**src/rtl/fifo_uart_pkg.sv**
```systemverilog
// rtl/fifo_uart_pkg.sv - shared constants, FSM states and parity helper for fifo_uart
// Purpose: cfg/status bit positions, TX/RX state encodings, parity over 5..8 data bits.
package fifo_uart_pkg;

  localparam int CFG_EN      = 0;
  localparam int CFG_PAR_EN  = 1;
  localparam int CFG_PAR_ODD = 2;
  localparam int CFG_STOP2   = 3;
  localparam int CFG_NB_LO   = 4;
  localparam int CFG_NB_HI   = 5;
  localparam int CFG_RX_IRQ  = 6;
  localparam int CFG_TX_IRQ  = 7;

  localparam int STS_TX_FULL  = 0;
  localparam int STS_TX_EMPTY = 1;
  localparam int STS_RX_EMPTY = 2;
  localparam int STS_RX_FULL  = 3;
  localparam int STS_OVERRUN  = 4;
  localparam int STS_PAR_ERR  = 5;
  localparam int STS_FRM_ERR  = 6;
  localparam int STS_TX_BUSY  = 7;

  typedef enum logic [2:0] {TX_IDLE, TX_START, TX_DATA, TX_PARITY, TX_STOP} tx_state_t;
  typedef enum logic [2:0] {RX_IDLE, RX_START, RX_DATA, RX_PARITY, RX_STOP} rx_state_t;

  // Parity over the low (nsel+5) bits; odd parity is the inverse of the XOR.
  function automatic logic f_parity(input logic [7:0] d, input logic [1:0] nsel, input logic odd);
    logic p;
    p = odd;
    for (int i = 0; i < 8; i++) begin
      if (i < int'(nsel) + 5) p = p ^ d[i];
    end
    return p;
  endfunction

endpackage

```
**src/rtl/fifo_uart_if.sv**
```systemverilog
// rtl/fifo_uart_if.sv - register-strobe bus between host wrapper and fifo_uart
// Purpose: groups divider/config/data/status strobes; master = host, slave = UART.
interface fifo_uart_if #(parameter int DIV_W = 16);
  logic             reg_div_we;
  logic [DIV_W-1:0] reg_div_di;
  logic [DIV_W-1:0] reg_div_do;
  logic             reg_cfg_we;
  logic [7:0]       reg_cfg_di;
  logic [7:0]       reg_cfg_do;
  logic             reg_dat_we;
  logic [7:0]       reg_dat_di;
  logic             reg_dat_re;
  logic [7:0]       reg_dat_do;
  logic             reg_sts_clr;
  logic [7:0]       reg_sts_do;

  modport master (
    output reg_div_we, reg_div_di, reg_cfg_we, reg_cfg_di,
    output reg_dat_we, reg_dat_di, reg_dat_re, reg_sts_clr,
    input  reg_div_do, reg_cfg_do, reg_dat_do, reg_sts_do
  );

  modport slave (
    input  reg_div_we, reg_div_di, reg_cfg_we, reg_cfg_di,
    input  reg_dat_we, reg_dat_di, reg_dat_re, reg_sts_clr,
    output reg_div_do, reg_cfg_do, reg_dat_do, reg_sts_do
  );
endinterface

```
**src/rtl/uart_sync_fifo.sv**
```systemverilog
// rtl/uart_sync_fifo.sv - single-clock FIFO with extra pointer bit for full/empty
// Ports: clk, resetn (sync, active-low), i_we/i_wdata push, i_re pop,
//        o_rdata head (combinational), o_full, o_empty.
module uart_sync_fifo #(
  parameter int WIDTH = 8,
  parameter int DEPTH = 8
) (
  input  logic             clk,
  input  logic             resetn,
  input  logic             i_we,
  input  logic [WIDTH-1:0] i_wdata,
  input  logic             i_re,
  output logic [WIDTH-1:0] o_rdata,
  output logic             o_full,
  output logic             o_empty
);
  localparam int AW = $clog2(DEPTH);
  localparam logic [AW:0] PTR_ONE = 1;

  logic [AW:0]      r_wptr, r_rptr;
  logic [WIDTH-1:0] r_mem [DEPTH];
  logic             w_do_rd, w_do_wr;

  assign o_empty = (r_wptr == r_rptr);
  assign o_full  = (r_wptr[AW] != r_rptr[AW]) && (r_wptr[AW-1:0] == r_rptr[AW-1:0]);
  assign o_rdata = r_mem[r_rptr[AW-1:0]];

  // A pop in the same cycle frees a slot, so a push while full still lands.
  assign w_do_rd = i_re && !o_empty;
  assign w_do_wr = i_we && (!o_full || w_do_rd);

  always_ff @(posedge clk) begin
    if (!resetn) begin
      r_wptr <= '0;
      r_rptr <= '0;
    end else begin
      if (w_do_wr) r_wptr <= r_wptr + PTR_ONE;
      if (w_do_rd) r_rptr <= r_rptr + PTR_ONE;
    end
  end

  always_ff @(posedge clk) begin
    if (w_do_wr) r_mem[r_wptr[AW-1:0]] <= i_wdata;
  end
endmodule

```
**src/rtl/fifo_uart.sv**
```systemverilog
// rtl/fifo_uart.sv - buffered UART with configurable framing, sticky errors and irq
// Ports: clk, resetn (sync, active-low), i_ser_rx async serial in, o_ser_tx serial out
//        (idle high), o_enabled = cfg enable, o_irq level interrupt, bus register strobes.
module fifo_uart
  import fifo_uart_pkg::*;
#(
  parameter int DIV_W      = 16,
  parameter int FIFO_DEPTH = 8
) (
  input  logic         clk,
  input  logic         resetn,
  input  logic         i_ser_rx,
  output logic         o_ser_tx,
  output logic         o_enabled,
  output logic         o_irq,
  fifo_uart_if.slave   bus
);
  localparam logic [DIV_W-1:0] DIV_ONE = 1;

  logic [DIV_W-1:0] r_div;
  logic [7:0]       r_cfg;
  logic [DIV_W-1:0] w_div_eff, w_half;
  logic             w_en;
  logic [2:0]       w_last_bit;

  always_ff @(posedge clk) begin
    if (!resetn) begin
      r_div <= DIV_ONE;
      r_cfg <= 8'h00;
    end else begin
      if (bus.reg_div_we) r_div <= bus.reg_div_di;
      if (bus.reg_cfg_we) r_cfg <= bus.reg_cfg_di;
    end
  end

  // Divider 0 behaves as 1, giving a minimum bit period of two cycles.
  assign w_div_eff  = (r_div == '0) ? DIV_ONE : r_div;
  assign w_half     = w_div_eff >> 1;
  assign w_en       = r_cfg[CFG_EN];
  assign w_last_bit = {1'b0, r_cfg[CFG_NB_HI:CFG_NB_LO]} + 3'd4;

  // ---------------- TX ----------------
  logic       w_tx_pop, w_tx_full, w_tx_empty, w_tx_line, w_tx_tick;
  logic [7:0] w_tx_head;
  tx_state_t  r_tx_state, w_tx_state_nx;
  logic [DIV_W-1:0] r_tx_cnt, w_tx_cnt_nx;
  logic [2:0] r_tx_bit, w_tx_bit_nx;
  logic [7:0] r_tx_byte, w_tx_byte_nx;
  logic       r_ser_tx;

  uart_sync_fifo #(.WIDTH(8), .DEPTH(FIFO_DEPTH)) u_tx_fifo (
    .clk(clk), .resetn(resetn),
    .i_we(bus.reg_dat_we), .i_wdata(bus.reg_dat_di), .i_re(w_tx_pop),
    .o_rdata(w_tx_head), .o_full(w_tx_full), .o_empty(w_tx_empty)
  );

  assign w_tx_tick = (r_tx_cnt >= w_div_eff);

  always_comb begin
    w_tx_state_nx = r_tx_state;
    w_tx_cnt_nx   = w_tx_tick ? '0 : r_tx_cnt + DIV_ONE;
    w_tx_bit_nx   = r_tx_bit;
    w_tx_byte_nx  = r_tx_byte;
    w_tx_pop      = 1'b0;
    w_tx_line     = 1'b1;
    case (r_tx_state)
      TX_IDLE: begin
        w_tx_cnt_nx = '0;
        if (w_en && !w_tx_empty) begin
          w_tx_pop      = 1'b1;
          w_tx_byte_nx  = w_tx_head;
          w_tx_bit_nx   = '0;
          w_tx_state_nx = TX_START;
        end
      end
      TX_START: begin
        w_tx_line = 1'b0;
        if (w_tx_tick) begin
          w_tx_bit_nx   = '0;
          w_tx_state_nx = TX_DATA;
        end
      end
      TX_DATA: begin
        w_tx_line = r_tx_byte[r_tx_bit];
        if (w_tx_tick) begin
          w_tx_bit_nx = r_tx_bit + 3'd1;
          if (r_tx_bit == w_last_bit) begin
            w_tx_bit_nx   = '0;
            w_tx_state_nx = r_cfg[CFG_PAR_EN] ? TX_PARITY : TX_STOP;
          end
        end
      end
      TX_PARITY: begin
        w_tx_line = f_parity(r_tx_byte, r_cfg[CFG_NB_HI:CFG_NB_LO], r_cfg[CFG_PAR_ODD]);
        if (w_tx_tick) begin
          w_tx_bit_nx   = '0;
          w_tx_state_nx = TX_STOP;
        end
      end
      TX_STOP: begin
        // r_tx_bit counts stop bits here; the next frame starts with no idle gap.
        if (w_tx_tick) begin
          if (r_cfg[CFG_STOP2] && r_tx_bit == 3'd0) begin
            w_tx_bit_nx = 3'd1;
          end else if (w_en && !w_tx_empty) begin
            w_tx_pop      = 1'b1;
            w_tx_byte_nx  = w_tx_head;
            w_tx_bit_nx   = '0;
            w_tx_state_nx = TX_START;
          end else begin
            w_tx_state_nx = TX_IDLE;
          end
        end
      end
      default: w_tx_state_nx = TX_IDLE;
    endcase
  end

  always_ff @(posedge clk) begin
    if (!resetn) begin
      r_tx_state <= TX_IDLE;
      r_tx_cnt   <= '0;
      r_tx_bit   <= '0;
      r_tx_byte  <= '0;
      r_ser_tx   <= 1'b1;
    end else begin
      r_tx_state <= w_tx_state_nx;
      r_tx_cnt   <= w_tx_cnt_nx;
      r_tx_bit   <= w_tx_bit_nx;
      r_tx_byte  <= w_tx_byte_nx;
      r_ser_tx   <= w_tx_line;
    end
  end

  // ---------------- RX ----------------
  logic       r_rx_s1, r_rx_s2, r_rx_prev;
  logic       w_rx_full, w_rx_empty, w_rx_tick;
  logic [7:0] w_rx_head;
  rx_state_t  r_rx_state, w_rx_state_nx;
  logic [DIV_W-1:0] r_rx_cnt, w_rx_cnt_nx;
  logic [2:0] r_rx_bit, w_rx_bit_nx;
  logic [7:0] r_rx_byte, w_rx_byte_nx;
  logic       r_rx_pbit, w_rx_pbit_nx;
  logic       r_rx_push, w_rx_push_nx;
  logic       r_rx_perr, w_rx_perr_nx;
  logic       r_rx_ferr, w_rx_ferr_nx;

  uart_sync_fifo #(.WIDTH(8), .DEPTH(FIFO_DEPTH)) u_rx_fifo (
    .clk(clk), .resetn(resetn),
    .i_we(r_rx_push), .i_wdata(r_rx_byte), .i_re(bus.reg_dat_re),
    .o_rdata(w_rx_head), .o_full(w_rx_full), .o_empty(w_rx_empty)
  );

  assign w_rx_tick = (r_rx_cnt >= w_div_eff);

  always_comb begin
    w_rx_state_nx = r_rx_state;
    w_rx_cnt_nx   = w_rx_tick ? '0 : r_rx_cnt + DIV_ONE;
    w_rx_bit_nx   = r_rx_bit;
    w_rx_byte_nx  = r_rx_byte;
    w_rx_pbit_nx  = r_rx_pbit;
    w_rx_push_nx  = 1'b0;
    w_rx_perr_nx  = r_rx_perr;
    w_rx_ferr_nx  = r_rx_ferr;
    case (r_rx_state)
      RX_IDLE: begin
        w_rx_cnt_nx = '0;
        if (r_rx_prev && !r_rx_s2) begin
          w_rx_byte_nx  = '0;
          w_rx_state_nx = RX_START;
        end
      end
      RX_START: begin
        // Re-check the line mid start bit to reject glitches; data then sampled at centres.
        w_rx_cnt_nx = r_rx_cnt + DIV_ONE;
        if (r_rx_cnt >= w_half) begin
          w_rx_cnt_nx   = '0;
          w_rx_bit_nx   = '0;
          w_rx_state_nx = r_rx_s2 ? RX_IDLE : RX_DATA;
        end
      end
      RX_DATA: begin
        if (w_rx_tick) begin
          w_rx_byte_nx[r_rx_bit] = r_rx_s2;
          w_rx_bit_nx = r_rx_bit + 3'd1;
          if (r_rx_bit == w_last_bit)
            w_rx_state_nx = r_cfg[CFG_PAR_EN] ? RX_PARITY : RX_STOP;
        end
      end
      RX_PARITY: begin
        if (w_rx_tick) begin
          w_rx_pbit_nx  = r_rx_s2;
          w_rx_state_nx = RX_STOP;
        end
      end
      RX_STOP: begin
        // Only the first stop bit is checked; IDLE tolerates the second.
        if (w_rx_tick) begin
          w_rx_push_nx  = 1'b1;
          w_rx_ferr_nx  = !r_rx_s2;
          w_rx_perr_nx  = r_cfg[CFG_PAR_EN] &&
                          (r_rx_pbit != f_parity(r_rx_byte, r_cfg[CFG_NB_HI:CFG_NB_LO], r_cfg[CFG_PAR_ODD]));
          w_rx_state_nx = RX_IDLE;
        end
      end
      default: w_rx_state_nx = RX_IDLE;
    endcase
    if (!w_en) begin
      w_rx_state_nx = RX_IDLE;
      w_rx_push_nx  = 1'b0;
    end
  end

  always_ff @(posedge clk) begin
    if (!resetn) begin
      r_rx_s1    <= 1'b1;
      r_rx_s2    <= 1'b1;
      r_rx_prev  <= 1'b1;
      r_rx_state <= RX_IDLE;
      r_rx_cnt   <= '0;
      r_rx_bit   <= '0;
      r_rx_byte  <= '0;
      r_rx_pbit  <= 1'b0;
      r_rx_push  <= 1'b0;
      r_rx_perr  <= 1'b0;
      r_rx_ferr  <= 1'b0;
    end else begin
      r_rx_s1    <= i_ser_rx;
      r_rx_s2    <= r_rx_s1;
      r_rx_prev  <= r_rx_s2;
      r_rx_state <= w_rx_state_nx;
      r_rx_cnt   <= w_rx_cnt_nx;
      r_rx_bit   <= w_rx_bit_nx;
      r_rx_byte  <= w_rx_byte_nx;
      r_rx_pbit  <= w_rx_pbit_nx;
      r_rx_push  <= w_rx_push_nx;
      r_rx_perr  <= w_rx_perr_nx;
      r_rx_ferr  <= w_rx_ferr_nx;
    end
  end

  // ---------------- sticky flags / outputs ----------------
  logic r_overrun, r_par_err, r_frm_err;
  logic w_set_ovr, w_set_par, w_set_frm;

  // A pop in the push cycle makes room, so that case is not an overrun.
  assign w_set_ovr = r_rx_push && w_rx_full && !bus.reg_dat_re;
  assign w_set_par = r_rx_push && r_rx_perr;
  assign w_set_frm = r_rx_push && r_rx_ferr;

  always_ff @(posedge clk) begin
    if (!resetn) begin
      r_overrun <= 1'b0;
      r_par_err <= 1'b0;
      r_frm_err <= 1'b0;
    end else begin
      if (w_set_ovr) r_overrun <= 1'b1; else if (bus.reg_sts_clr) r_overrun <= 1'b0;
      if (w_set_par) r_par_err <= 1'b1; else if (bus.reg_sts_clr) r_par_err <= 1'b0;
      if (w_set_frm) r_frm_err <= 1'b1; else if (bus.reg_sts_clr) r_frm_err <= 1'b0;
    end
  end

  assign o_ser_tx       = r_ser_tx;
  assign o_enabled      = w_en;
  assign bus.reg_div_do = r_div;
  assign bus.reg_cfg_do = r_cfg;
  assign bus.reg_dat_do = w_rx_empty ? 8'hFF : w_rx_head;
  assign bus.reg_sts_do = {(r_tx_state != TX_IDLE), r_frm_err, r_par_err, r_overrun,
                           w_rx_full, w_rx_empty, w_tx_empty, w_tx_full};
  assign o_irq = (r_cfg[CFG_RX_IRQ] & (!w_rx_empty | r_overrun | r_par_err | r_frm_err)) |
                 (r_cfg[CFG_TX_IRQ] & w_tx_empty);
endmodule

```
**src/flat_wrapper.sv**
```systemverilog
// flat-port wrapper written by rule: the top's interface ports become plain ports
module fifo_uart_flat import fifo_uart_pkg::*;
#(
  parameter int DIV_W      = 16,
  parameter int FIFO_DEPTH = 8
)
  (clk, resetn, i_ser_rx, o_ser_tx, o_enabled, o_irq, bus_reg_div_we, bus_reg_div_di, bus_reg_cfg_we, bus_reg_cfg_di, bus_reg_dat_we, bus_reg_dat_di, bus_reg_dat_re, bus_reg_sts_clr, bus_reg_div_do, bus_reg_cfg_do, bus_reg_dat_do, bus_reg_sts_do);
  fifo_uart_if #(.DIV_W(DIV_W)) bus_i ();
  input  logic clk;
  input  logic resetn;
  input  logic i_ser_rx;
  output logic o_ser_tx;
  output logic o_enabled;
  output logic o_irq;
  input wire logic [$bits(bus_i.reg_div_we)-1:0] bus_reg_div_we;
  input wire logic [$bits(bus_i.reg_div_di)-1:0] bus_reg_div_di;
  input wire logic [$bits(bus_i.reg_cfg_we)-1:0] bus_reg_cfg_we;
  input wire logic [$bits(bus_i.reg_cfg_di)-1:0] bus_reg_cfg_di;
  input wire logic [$bits(bus_i.reg_dat_we)-1:0] bus_reg_dat_we;
  input wire logic [$bits(bus_i.reg_dat_di)-1:0] bus_reg_dat_di;
  input wire logic [$bits(bus_i.reg_dat_re)-1:0] bus_reg_dat_re;
  input wire logic [$bits(bus_i.reg_sts_clr)-1:0] bus_reg_sts_clr;
  output wire logic [$bits(bus_i.reg_div_do)-1:0] bus_reg_div_do;
  output wire logic [$bits(bus_i.reg_cfg_do)-1:0] bus_reg_cfg_do;
  output wire logic [$bits(bus_i.reg_dat_do)-1:0] bus_reg_dat_do;
  output wire logic [$bits(bus_i.reg_sts_do)-1:0] bus_reg_sts_do;
  assign bus_i.reg_div_we = bus_reg_div_we;
  assign bus_i.reg_div_di = bus_reg_div_di;
  assign bus_i.reg_cfg_we = bus_reg_cfg_we;
  assign bus_i.reg_cfg_di = bus_reg_cfg_di;
  assign bus_i.reg_dat_we = bus_reg_dat_we;
  assign bus_i.reg_dat_di = bus_reg_dat_di;
  assign bus_i.reg_dat_re = bus_reg_dat_re;
  assign bus_i.reg_sts_clr = bus_reg_sts_clr;
  assign bus_reg_div_do = bus_i.reg_div_do;
  assign bus_reg_cfg_do = bus_i.reg_cfg_do;
  assign bus_reg_dat_do = bus_i.reg_dat_do;
  assign bus_reg_sts_do = bus_i.reg_sts_do;
  fifo_uart #(.DIV_W(DIV_W), .FIFO_DEPTH(FIFO_DEPTH)) u_core (.clk(clk), .resetn(resetn), .i_ser_rx(i_ser_rx), .o_ser_tx(o_ser_tx), .o_enabled(o_enabled), .o_irq(o_irq), .bus(bus_i));
endmodule
```
**config.mk**
```make
export PLATFORM = sky130hd
export DESIGN_NAME = fifo_uart_flat
export DESIGN_NICKNAME = d
export VERILOG_FILES = /design/src/rtl/fifo_uart_pkg.sv /design/src/rtl/fifo_uart_if.sv /design/src/rtl/uart_sync_fifo.sv /design/src/rtl/fifo_uart.sv /design/src/flat_wrapper.sv
export SDC_FILE = /design/constraint.sdc
export NUM_CORES = 1
export LEC_CHECK = 0
export BUFFER_PORTS_ARGS = -buffer_cell sky130_fd_sc_hd__buf_2
export CAP_MARGIN = 15
export CORE_MARGIN = 5
export CORE_UTILIZATION = 30
export CTS_BUF_LIST = sky130_fd_sc_hd__clkbuf_4 sky130_fd_sc_hd__clkbuf_8
export CTS_CLUSTER_DIAMETER = 60
export DETAILED_ROUTE_END_ITERATION = 10
export PLACE_DENSITY = 0.47
export SLEW_MARGIN = 20
export SYNTH_ARGS = -nofsm -noshare
export SYNTH_HDL_FRONTEND = slang
export SYNTH_SLANG_ARGS = --single-unit
```
**constraint.sdc**
```tcl
create_clock -name clk -period 6.3 [get_ports clk]
set_input_delay 0.945 -clock clk [delete_from_list [all_inputs] [get_ports clk]]
set_output_delay 0.945 -clock clk [all_outputs]
set_load 0.05 [all_outputs]
```
==> Yosys cells after proc, flatten, opt, wreduce, memory -nomap -nowiden <==
Memory sizes are Yosys's and may differ from the RTL's. A register that Yosys moved wholly into a read port is not among the register bits.
Index checks and enable logic that the tools add are counted.
{ "word_totals": {"ff_bits": 111, "ram_bits": 128, "output_inout_bits": 43, "elab_cells": 254, "mem_count": 2} }
{ "op_classes": {"addsub": 10, "magnitude_cmp": 14, "n_eq_ne": 31, "muxes": 102, "n_bitwise": 23, "n_reduce_logical": 47} }
{ "memory_table": {"columns": ["name", "words", "width", "rd", "rd_clocked_by_memory_dff", "write_ports", "line", "source"], "rows": [
  ["u_core.u_rx_fifo.r_mem", 8, 8, 1, 1, 1, "uart_sync_fifo.sv:21", "logic [WIDTH-1:0] r_mem [DEPTH];"],
  ["u_core.u_tx_fifo.r_mem", 8, 8, 1, 1, 1, "uart_sync_fifo.sv:21", null]
]} }
{ "op_table": {"columns": ["operator", "n"], "rows": [
  ["4-bit by 32-bit < comparator with 1-bit output (first input constant)", 4],
  ["3-bit two-way mux", 26],
  ["3-bit by 32-bit < comparator with 1-bit output (first input constant)", 2],
  ["1-bit two-way mux", 54],
  ["16-bit two-way mux", 3],
  ["8-bit two-way mux", 6],
  ["16-bit by 1-bit adder with 16-bit output (second input constant)", 2],
  ["16-bit >= comparator", 2],
  ["1-bit by 32-bit < comparator with 1-bit output (first input constant)", 1],
  ["2-bit by 32-bit < comparator with 1-bit output (first input constant)", 1],
  ["16-bit one-hot mux with 2 select lines", 1],
  ["8-bit one-hot mux with 2 select lines", 2],
  ["3-bit one-hot mux with 5 select lines", 2],
  ["2-bit by 1-bit != test with 1-bit output (second input constant)", 13],
  ["4-bit by 1-bit adder with 4-bit output (second input constant)", 4],
  ["16-bit by 15-bit >= comparator with 1-bit output", 1],
  ["16-bit zero test", 1],
  ["1-bit bitwise XOR", 16],
  ["1-bit logical AND", 15],
  ["3-bit by 2-bit equality test with 1-bit output (second input constant)", 4],
  ["3-bit equality test", 4],
  ["3-bit one-hot mux with 4 select lines", 1],
  ["3-bit AND reduction", 4],
  ["2-bit nonzero test", 6],
  ["31 further kinds", 52]
]} }

==> Depth between registers and ports, before layout <==
{ "depth": {"word_depth": 35, "depth_mapped": 13, "mapped_depth_nobuf": 10} }

==> Modules after synthesis <==
Synthesis repeated with hierarchy kept, for this count alone.
{ "hier_totals": {"hier_cells": 965, "hier_area_um2": 11616.1} }
{ "by_module_without_submodules": {"columns": ["module", "n_inst", "cells_each", "area_each_um2", "seq_area_each_um2"], "rows": [
  ["uart_sync_fifo", 2, 164, 2989.1, 2142.1],
  ["fifo_uart", 1, 637, 5637.9, 1901.8]
]} }

==> Worst setup path before layout <==
Ideal clock, no wire load.
{ "synth_timing": {"path_kind": "flip-flop to flip-flop", "from": "register u_core.r_div[15] (netlist: u_core.bus.reg_div_do[15])", "to": "memory u_core.u_tx_fifo.r_mem[0][0] (enable)", "arrival_time_ns": 3.156, "path_slack_ns": 2.761, "stages_incl_launch_ff": 12, "synth_period_minus_slack_ns": 3.539, "path_cell_list": "dfxtp_1 > nor4_1 > a41o_1 > ha_1 > nand2b_4 > a2111oi_4 > nor4_1 > o41a_1 > buf_6 > a31oi_4 > or3b_4 > nor3_1"} }
{ "synth_via": {"elab_chain_cells": 10} }
{ "synth_lines": {"columns": ["element", "line", "source"], "rows": [
  ["from (decl)", "fifo_uart.sv:20", "logic [DIV_W-1:0] r_div;"],
  ["from (signal assigned)", "fifo_uart.sv:31", "if (bus.reg_div_we) r_div <= bus.reg_div_di;"],
  ["16-bit zero test", "fifo_uart.sv:37", "assign w_div_eff = (r_div == '0) ? DIV_ONE : r_div;"],
  ["16-bit two-way mux *", "fifo_uart.sv:37", null],
  ["16-bit >= comparator *", "fifo_uart.sv:57", "assign w_tx_tick = (r_tx_cnt >= w_div_eff);"],
  ["1-bit two-way mux *", "fifo_uart.sv:102", "if (w_tx_tick) begin"],
  ["1-bit one-hot mux with 2 select lines *", "fifo_uart.sv:66", "case (r_tx_state)"],
  ["1-bit logical AND *", "uart_sync_fifo.sv:29", "assign w_do_rd = i_re && !o_empty;"],
  ["1-bit logical OR *", "uart_sync_fifo.sv:30", "assign w_do_wr = i_we && (!o_full || w_do_rd);"],
  ["1-bit logical AND *", "uart_sync_fifo.sv:30", null],
  ["1-bit two-way mux *", "uart_sync_fifo.sv:43", "if (w_do_wr) r_mem[r_wptr[AW-1:0]] <= i_wdata;"],
  ["1-bit two-way mux (implied by the code) *", "uart_sync_fifo.sv:43", null],
  ["to (decl)", "uart_sync_fifo.sv:21", null]
]} }
Mark *: on every way between the ends. The rest lies on a longest branch, timed or not.

==> Worst setup path in the final report <==
{ "layout_timing": {"from": "register u_core.r_div[15] (netlist: u_core.bus.reg_div_do[15])", "to": "memory u_core.u_tx_fifo.r_mem[2][3] (enable)"} }
The elaborated chain is that of the path after synthesis.

==> flow_metrics.env <==
export IMPL_cp_end_kind="flip-flop"
export IMPL_diodes=0
export IMPL_p_leak_nw=5.063
export IMPL_ios=83
export IMPL_status="finished, final reports clean"
export IMPL_slowest_delay_ns=0.59
export IMPL_synth_async_sr_flop_share=0
export IMPL_syn_area_per_cell_sq_um=12.03
export IMPL_clk_latency_ns=0.60
export IMPL_drv_slew=0
export IMPL_coreArea_sq_um=37840
export IMPL_dpl_cell_area_sq_um=12410
export IMPL_finalSetupViolations=0
export IMPL_routabilityCongestion=0.7819
export IMPL_die_h_um=206.3
export IMPL_synthCells=961
export IMPL_worst_slew_pin_transition_ns=0.9940
export IMPL_drtIter0Drc=421
export IMPL_post_synth_top_area_cell="edfxtp_1"
export IMPL_first_global_vias=7316
export IMPL_layout_min_cycle_time_ns=3.819
export IMPL_tritoncts="yes"
export IMPL_vdd_drop_max_mv=0.1482
export IMPL_cp_arrival_ns=4.03
export IMPL_cts_setup_buffers=0
export IMPL_ant_nets=0
export IMPL_vias=7410
export IMPL_cts_buffers=46
export IMPL_path_buf_inv=0
export IMPL_fin_area_sq_um=13430
export IMPL_port_buffers=82
export IMPL_fin_crit_sh=0.6061
export IMPL_critPathKind="flip-flop to flip-flop"
export IMPL_ys_flop_type="edfxtp_1"
export IMPL_p_per_area_nw_per_um2=272.2
export IMPL_cts_hold_buf=0
export IMPL_holdCritPathClass="flip-flop to flip-flop"
export IMPL_rsz0062_at_grt="no"
export IMPL_ys_seq_area_frac=0.5353
export IMPL_cts_buffer_depth=3
export IMPL_drive_gt1_frac=0.2095
export IMPL_grtUsageTotal=0.1238
export IMPL_synth_area_leaders="edfxtp_1 33%, dfxtp_1 20%, mux4_2 6.6%, ha_1 6.1%, mux2i_1 4.8%"
export IMPL_synth_fp_nets=1057
export IMPL_die_w_um=206.3
export IMPL_yosysWarnings=0
export IMPL_cp_top_family="simple AND/OR/NAND/NOR gates"
export IMPL_ys_ff_latch=245
export IMPL_synth_top_area_share=0.3326
export IMPL_finalHoldViolations=0
export IMPL_grt_ovfl_total=0
export IMPL_route_detailed_drc=0
export IMPL_syn_area_sq_um=11560
export IMPL_crit_slowest_cell="nor3b_2"
export IMPL_wirelength_um=26410
export IMPL_wire_per_inst_um=16.61
export IMPL_antenna_found_initial=0
export IMPL_cts_htree_levels=2
export IMPL_nets=1138
export IMPL_critPathLaunchType="flip-flop"
export IMPL_max_cap_violations=0
export IMPL_yosys_cell_count_top_type="edfxtp_1"
export IMPL_die_area_sq_um=42550
export IMPL_initial_core_util=0.3054
export IMPL_slew_headroom=0.3356
export IMPL_timing_fmax_mhz=261.9
export IMPL_dr_pass1_iters=5
export IMPL_netlist_top_cells_count="128 x edfxtp_1, 117 x dfxtp_1, 78 x nand2_1, 72 x nor2_1, 56 x ha_1"
export IMPL_crit_chain="nor4_1 -> a41o_1 -> ha_1 -> nand2b_4 -> a2111oi_4 -> nor4_1 -> o41a_1 -> a31oi_4 -> or3b_4 -> nor3b_2"
export IMPL_clkSlewWorstSetupHoldPaths_ns=0.06
export IMPL_grt_max_degree=54
export IMPL_row_count=71
export IMPL_tns_ns=0
export IMPL_vias_per_cell=4.660
export IMPL_cpMostUsedCell="nor4_1"
export IMPL_cts_sinks=245
export IMPL_grt_pass1_wl_um=41280
export IMPL_ys_types=67
export IMPL_crit_fanout=10
export IMPL_ctsResizeCount=0
export IMPL_syn2layout_area_growth_pct=16.19
export IMPL_final_setup_skew_ns=0.02675
export IMPL_detailed_place_hpwl_um=18360
export IMPL_root_buffer="clkbuf_8"
export IMPL_cp_required_ns=6.51
export IMPL_synth_edf_count=128
report_power, final:
group | switching, mW | internal, mW
Sequential | 0.0329 | 1.70
Clock | 0.685 | 0.995
Combinational | 0.149 | 0.0927
flip-flops by register name (all words and copies together), names as in the netlist, 8 cells and up, named ones only:
name,count
u_core.r_tx_byte,8
u_core.bus.reg_div_do,16
u_core.bus.reg_cfg_do,8
u_core.r_rx_cnt,16
u_core.r_rx_byte,8
u_core.u_rx_fifo.r_mem,64
u_core.u_tx_fifo.r_mem,64
u_core.r_tx_cnt,16
worst register-to-register path, cell delays in order (launching register included):
cell and delay [ns]:
dfxtp_1 0.33, nor4_1 0.36, a41o_1 0.29, ha_1 0.14, nand2b_4 0.12, a2111oi_4 0.06, nor4_1 0.34, o41a_1 0.49
a31oi_4 0.25, or3b_4 0.47, nor3b_2 0.59
layout by cell type, fill, tap and decap left out, drive strengths merged, types with 5 or more instances in the layout:
master	count
o21a	6
inv	31
a31oi	6
nor3b	8
mux4	34
o31ai	5
and3	13
a211oi	6
a21oi	16
dfxtp	117
xor2	26
nor4	6
nand2	79
ha	56
buf	87
nand2b	17
and2	8
edfxtp	128
clkinv	11
nand4	12
nor2	73
mux2i	55
nor3	12
xnor2	34
clkbuf	68
o211a	8
o21ai	30
nor2b	34
nand3	30
routing by layer:
metal	global-route usage	up-vias	routed length, um
li1	-	3682	-
met1	0.1716	3561	12710
met2	0.1901	134	11930
met3	0.03452	33	1304
met4	0.03565	0	464
met5	0	-	0
cell families (layout without fill, tap and decap cells):
family | after synthesis | after routing | synth area share
AND/OR/NAND/NOR | 309 | 309 | 0.1351
flip-flops | 245 | 245 | 0.5353
AO/OA/AOI/OAI | 116 | 116 | 0.07406
multiplexers | 91 | 91 | 0.1159
buffers and inverters | 84 | 202 | 0.03356
XOR/XNOR | 60 | 60 | 0.04547
adder cells (fa/ha/maj) | 56 | 56 | 0.06063
path summary, 6_finish.rpt:
| path | from | to | slack (ns) | cells after the start |
|---|---|---|---|---|
| max | u_core.bus.reg_div_do[15]$_SDFFE_PN0P_ | u_core.u_tx_fifo.r_mem[2][3]$_DFFE_PP_ | 2.48 | 10 |
| min reg2reg | u_core.r_rx_s1$_SDFF_PN1_ | u_core.r_rx_s2$_SDFF_PN1_ | 0.47 | 1 |
| max reg2reg | u_core.bus.reg_div_do[15]$_SDFFE_PN0P_ | u_core.u_tx_fifo.r_mem[2][3]$_DFFE_PP_ | 2.48 | 10 |
| min | u_core.r_rx_s1$_SDFF_PN1_ | u_core.r_rx_s2$_SDFF_PN1_ | 0.47 | 1 |
layout make-up:
| class | instances | area, sq um |
|---|---|---|
| tap | 511 | 639.4 |
| clock inverter | 17 | 198.9 |
| inverter | 30 | 112.6 |
| clock buffer | 68 | 810.8 |
| fill | 3812 | 24420 |
| timing repair buffer | 87 | 447.9 |
| multi-input combinational | 632 | 5030 |
| sequential | 245 | 6187 |
metrics by stage:
stage          worst slack, ns  utilization  total power, mW  hold slack (ns)  instances
2_1_floorplan            2.761            -            1.939           0.3863        961
3_3_place_gp             2.395       0.3279            2.009           0.4594       1505
3_5_place_dp             2.165       0.3280            2.011           0.4709       1505
4_1_cts                  2.159       0.3547            3.726           0.4800       1590
5_1_grt                  2.235       0.3548            3.825           0.4919       1590
6_report                 2.481       0.3548            3.654           0.4732       1590
Power figures use the tool's default switching activity.
